`config.mk`:
```
export PLATFORM = sky130hd
export DESIGN_NAME = mul1_shift_add
export DESIGN_NICKNAME = d
export VERILOG_FILES = /design/src/rtl/mul1_shift_add.sv
export SDC_FILE = /design/constraint.sdc
export NUM_CORES = 1
export LEC_CHECK = 0
export CAP_MARGIN = 10
export CORE_UTILIZATION = 50
export DETAILED_ROUTE_END_ITERATION = 10
export GPL_ROUTABILITY_DRIVEN = 1
export PLACE_DENSITY = 0.72
export SLEW_MARGIN = 10
export SYNTH_ARGS = -nofsm -noshare
export SYNTH_HDL_FRONTEND = slang
export SYNTH_SLANG_ARGS = --single-unit
```
`constraint.sdc`:
```
create_clock -name clk -period 2.5 [get_ports clk]
set_input_delay 0.625 -clock clk [delete_from_list [all_inputs] [get_ports clk]]
set_output_delay 0.625 -clock clk [all_outputs]
set_load 0.02 [all_outputs]
```
`src/rtl/mul1_shift_add.sv`:
```
// mul1_shift_add: sequential 8x8 unsigned shift-add multiplier ("Alg1" datapath).
// An active-low load starts a multiply. Each clock the multiplicand shifts left,
// the multiplier shifts right, and the accumulator adds the multiplicand whenever
// the multiplier LSB is set. The product appears on result after 8 iterations.
// Optional feature macro: HEX_DISPLAY_EN adds four active-low seven-segment
// digit outputs (disp3 = most significant nibble) decoded from result.

`ifdef HEX_DISPLAY_EN
// Hex nibble to seven-segment code, {dp,g,f,e,d,c,b,a}, active-low, dp off.
module mul1_hex7seg (
  input  logic [3:0] nib,
  output logic [7:0] seg
);

  // Combinational lookup of the digit pattern.
  always_comb begin
    // NOTE: a default before the case keeps this purely combinational (no latch).
    seg = 8'hFF;
    case (nib)
      4'h0: seg = 8'hC0;
      4'h1: seg = 8'hF9;
      4'h2: seg = 8'hA4;
      4'h3: seg = 8'hB0;
      4'h4: seg = 8'h99;
      4'h5: seg = 8'h92;
      4'h6: seg = 8'h82;
      4'h7: seg = 8'hF8;
      4'h8: seg = 8'h80;
      4'h9: seg = 8'h90;
      4'hA: seg = 8'h88;
      4'hB: seg = 8'h83;
      4'hC: seg = 8'hC6;
      4'hD: seg = 8'hA1;
      4'hE: seg = 8'h86;
      4'hF: seg = 8'h8E;
      default: seg = 8'hFF;
    endcase
  end

endmodule
`endif

module mul1_shift_add (
  input  logic        clk,
  input  logic        rst_n,
  input  logic        load,
  input  logic [7:0]  aIn,
  input  logic [7:0]  bIn,
  output logic [0:15] result,
`ifdef HEX_DISPLAY_EN
  output logic [7:0]  disp0,
  output logic [7:0]  disp1,
  output logic [7:0]  disp2,
  output logic [7:0]  disp3,
`endif
  output logic        busy,
  output logic        done
);

  typedef enum logic [1:0] {
    IDLE = 2'd0,
    RUN  = 2'd1,
    DONE = 2'd2
  } state_t;

  state_t      state;
  logic [15:0] mcand;   // multiplicand, shifted left each step
  logic [7:0]  mplier;  // multiplier, shifted right each step
  logic [15:0] acc;     // running partial product
  logic [2:0]  cnt;     // iteration index 0..7
  logic [15:0] acc_step;

  // Accumulator value after this step's conditional add; 8x8 never overflows 16 bits.
  assign acc_step = mplier[0] ? (acc + mcand) : acc;

  // Control FSM and datapath; result only moves on the completion edge.
  always_ff @(posedge clk) begin
    // NOTE: all state uses non-blocking assignments so every register sees pre-edge values.
    if (!rst_n) begin
      state  <= IDLE;
      mcand  <= '0;
      mplier <= '0;
      acc    <= '0;
      cnt    <= '0;
      result <= '0;
      busy   <= 1'b0;
      done   <= 1'b0;
    end else begin
      case (state)
        IDLE: begin
          if (!load) begin
            mcand  <= {8'b0, aIn};
            mplier <= bIn;
            acc    <= '0;
            cnt    <= '0;
            busy   <= 1'b1;
            state  <= RUN;
          end
        end
        RUN: begin
          acc    <= acc_step;
          mcand  <= mcand << 1;
          mplier <= mplier >> 1;
          cnt    <= cnt + 3'd1;
          if (cnt == 3'd7) begin
            result <= acc_step;
            busy   <= 1'b0;
            done   <= 1'b1;
            state  <= DONE;
          end
        end
        DONE: begin
          // Holding load low here must not retrigger; a release returns to IDLE.
          if (load) begin
            done  <= 1'b0;
            state <= IDLE;
          end
        end
        default: state <= IDLE;
      endcase
    end
  end

`ifdef HEX_DISPLAY_EN
  // Displays follow result, so they show four "0" digits out of reset.
  mul1_hex7seg u_dig3 (.nib(result[0:3]),   .seg(disp3));
  mul1_hex7seg u_dig2 (.nib(result[4:7]),   .seg(disp2));
  mul1_hex7seg u_dig1 (.nib(result[8:11]),  .seg(disp1));
  mul1_hex7seg u_dig0 (.nib(result[12:15]), .seg(disp0));
`endif

endmodule

```
# == Word-level counts from Yosys, hierarchy flattened ==
# Cells that the tools add are included.
# op_classes
n_addsub,2
multipliers,0
div,0
n_lt_le_gt_ge,0
n_eq_ne,6
n_shift,0
muxes,19
bitwise_logic,0
reduce_logical,8
# op_table
cell,n
$pmux 16 s2,2
$mux 16,3
$add 16x16->16,1
$pmux 8 s2,1
$reduce_and 3->1,3
$mux 8,1
$mux 2,3
$ne 2x2->1 const B,3
$pmux 2 s3,1
$pmux 3 s2,1
$mux 1,4
$pmux 1 s2,2
$reduce_and 2->1,2
$reduce_bool 2->1,2
$add 3x1->3 const B,1
$eq 3x3->1 const B,1
$mux 3,1
$eq 2x1->1 const B,1
$eq 2x2->1 const B,1
$logic_not 2->1,1
# totals
regBits,63
latch_bits,0
mem_bits_rw,0
romBits,0
out_inout_bits,18
word_cells,43
memories,0

# == Longest topological paths before layout ==
# depth
ltp_word,3
depth_mapped,8
ltp_nobuf,8

# == Worst setup path before layout ==
# OpenSTA, ideal clock, no wires.
# synth_timing
path_kind,reg-to-reg
start,register mcand[0]
end,register acc[14]
setup_time_ns,0.124
arrival_time_ns,2.095
required_time_ns,2.376
slack_ns,0.281
path_stages_with_launch,9
n_path_buf,0
period_less_slack_ns,2.219
path_cell_list,dfxtp_1 ha_1 fa_1 a211oi_1 o21ai_0 a41oi_1 a21boi_0 mux2i_1 o21ai_0
# synth_via
elab_chain_len,3
# synth_lines
item,line,source
start: declaration,67,logic [15:0] mcand;
start signal: assignment,92,"mcand <= {8'b0, aIn};"
start signal: assignment,102,mcand <= mcand << 1;
$add 16x16->16,74,assign acc_step = mplier[0] ? (acc + mcand) : acc;
$mux 16,74,
$pmux 16 s2,89,case (state)
end signal: assignment,101,acc <= acc_step;
end: declaration,69,logic [15:0] acc;
# Every way passes these cells.
# A chain may end at the register's enable or synchronous reset.

# == Worst setup path after layout ==
# Ends and elaborated chain as after synthesis.

==> impl_metrics.toml <==
[die]
die-height_um = 85.26
rows = 29
die_area_mm2 = 0.007268
core_area_mm2 = 0.006531
die_x_um = 85.26
io_pins = 37
start_util_pct = 53.07

[clock_tree]
clock_latency_ps = 350
post_cts_buffers = 0
numCtsBuffers = 9
cts-resized-gates = 1
clkTransAtPathRegs_ps = 70
hold_buffers = 0
cts_root_buf = "clkbuf_8"
cts_tree = "done"
cts.sinks = 63
clk_path_buf_depth = 2
cts_max_level = 3

[worst_setup_path]
r2r_cells = 8
crit_path_end_kind = "flip-flop"
timing.rr.end = "acc[14]"
crit_path_start_kind = "flip-flop"
critical_path.top_delay_family = "compound AO/OA/AOI/OAI gates"
path_class = "flip-flop to flip-flop"
cp.arrival_ps = 2560
path_buf_inv = 0
cpPeakStageDelay_ps = 440
critical_path_required_ps = 2710
r2r_start = "mcand[0]"
regToRegSetupSlack_ps = 160
path_max_fanout = 3
slowest_stage = "fa_1"
crit_chain = "ha_1 -> fa_1 -> a211oi_2 -> o21ai_1 -> a41oi_2 -> a21boi_0 -> mux2i_1 -> o21ai_0"

[sta]
clock_skew_ps = 13.93
period_needed_ps = 2343
finalWorstSetupSlack_ps = 157.4
worstMarginPinSlew_ps = 816.3
max_freq_mhz = 426.9
rsz0062_at_grt = "false"
setup_viol = 0
fin_tns_setup_ps = 0
finalCritPeriodShare_pct = 93.71
relSlewSlack_pct = 45.21
drv_slew = 0
finalHoldViolCount = 0

[worst_hold_path]
holdPathStages = 2
worstHoldEndpoint = "result[13]"
min-delay-start = "result[13]"
hp-class = "flip-flop to flip-flop"

[yosys]
syn-cell-area_mm2 = 0.003466
synthDistinctLibCells = 48
synth_warnings = 0
synth_ff_type = "dfxtp_1"
syn_nets = 449
synth-seq-cells = 63
syn_avg_cell_area_um2 = 8.412
synthCells = 412
async_reset_ff_share_pct = 0
synth_edf_count = 0
ys_seq_area_share_pct = 36.39

[final_layout]
drive_gt1_share_pct = 9.213
seq_area_mm2 = 0.001261
fillers = 564
num_antenna_cells = 0
multi_input_area_mm2 = 0.002086
fin_nets = 477
synthToLayoutAreaGrowth_pct = 19.31
stdcell_area_mm2 = 0.004135
post-route-util_pct = 63.31

[power_and_ir_drop]
powerDensity_mw_per_mm2 = 566.4
p_leak_uw = 0.001694
p_total_uw = 2342
peakVddDrop_v = 0.0004437

[route]
wirelength_um = 7990
vias_per_cell = 5.889
wirelength_met1_um = 3722
firstDrtPassIters = 4
dr_wl_met2_um = 3714
highest_layer = "met4"
drtAntennaViolNets = 0
wl_per_cell_um = 15.31
dr_wl_met3_um = 461
dr_total_vias = 3074
drt_iter0_markers = 196
drcViolationCount = 0

[global_routing]
grt_pass1_vias = 2907
grtUsageTotal_pct = 24.11
grt-ovfl-total = 0
grt_pass1_wl_um = 13840
grt_max_degree = 34
antenna_found_initial = 0

[placement]
dp_slack_ps = 49.88
dp_hpwl_um = 5562
gp_congestion = 0.9158
placed_cell_area_mm2 = 0.003891
numPortBuffers = 36

[job]
cap_violations = 0

[outcome]
status = "completed"
layout by cell type, fill, tap and decap left out, types with 9 or more instances in the layout:
cell,netlist,routed
a21oi_1,25,24
o21ai_0,20,19
a22oi_1,19,19
nor2b_1,27,27
nand2_1,52,52
clkbuf_8,0,11
nor2_1,23,22
dfxtp_1,63,63
xnor2_1,9,9
clkdlybuf4s50_1,0,35
ha_1,17,17
o211a_1,15,15
nand3_1,21,21
buf_4,0,11
worst max-delay path by stage:
stage                        start        end  slack (ps)  cells past startpoint
final                     mcand[0]    acc[14]         160                      8
after global routing      mcand[0]  result[3]          10                      8
after CTS                 mcand[0]    acc[14]          40                      8
after detailed placement  mcand[0]    acc[14]          50                      8
after global placement    mcand[0]  result[3]         130                      8
after floorplan           mcand[0]    acc[14]         280                      8
tightest hold or removal path, cell delays in order (launching register included):
cell	delay, ps
dfxtp_1	320
nand2_1	50
a21boi_0	60
metrics by stage:
step / hold slack (ps) / cells
finish: 471.8 / 522
global route: 511.5 / 522
floorplan: 460.7 / 412
detailed placement: 464.0 / 506
global placement: 462.2 / 506
CTS: 477.5 / 522
final cells by class:
type                       count  area share (%)
multi-input combinational    313           50.44
tap                           77           2.330
clock inverter                 5           1.936
sequential                    63           30.50
inverter                       6          0.5446
timing repair buffer          47           10.59
clock buffer                  11           3.661
cell usage after synthesis (all sizes together), types with 5 or more instances:
cell / instances / area share (%)
dfxtp: 63 / 36
nand2: 52 / 5.6
nor2b: 27 / 4.9
a21oi: 25 / 3.6
clkbuf: 25 / 2.7
nor2: 23 / 2.5
o21ai: 22 / 3.3
nand3: 21 / 3.0
a22oi: 19 / 4.1
ha: 17 / 6.1
o211a: 15 / 4.3
xnor2: 9 / 2.3
a21boi: 7 / 1.5
a21o: 7 / 1.5
a31oi: 7 / 1.3
mux2i: 7 / 2.0
nand2b: 7 / 1.3
inv: 6 / 0.65
buf: 5 / 0.61
cells by family after synthesis:
family	Yosys count	share of synthesized area (%)
AOI/OAI and AO/OA	130	27.29
and+or+nand+nor	145	20.18
muxes	9	2.672
xor gates and xnor gates	11	2.780
DFF	63	36.39
buffers and inverters	36	3.971
adders and majority gates	18	6.715
report_power, final:
part	switching, µW	internal, µW
clock network	413	614
logic	143	114
registers	25.0	1030
total	581	1760
state kept, by name, indices dropped and copies added (netlist names):
| register | flops |
|---|---|
| acc | 16 |
| mplier | 8 |
| state | 2 |
| done | 1 |
| mcand | 16 |
| result | 16 |
| cnt | 3 |
| busy | 1 |
metal layers:
metal	track usage, %	vias to the layer above
li1	-	1543
met1	31.73	1440
met2	38.71	80
met3	6.712	11
met4	7.121	0
met5	0	-
Power figures use the tool's default switching activity.
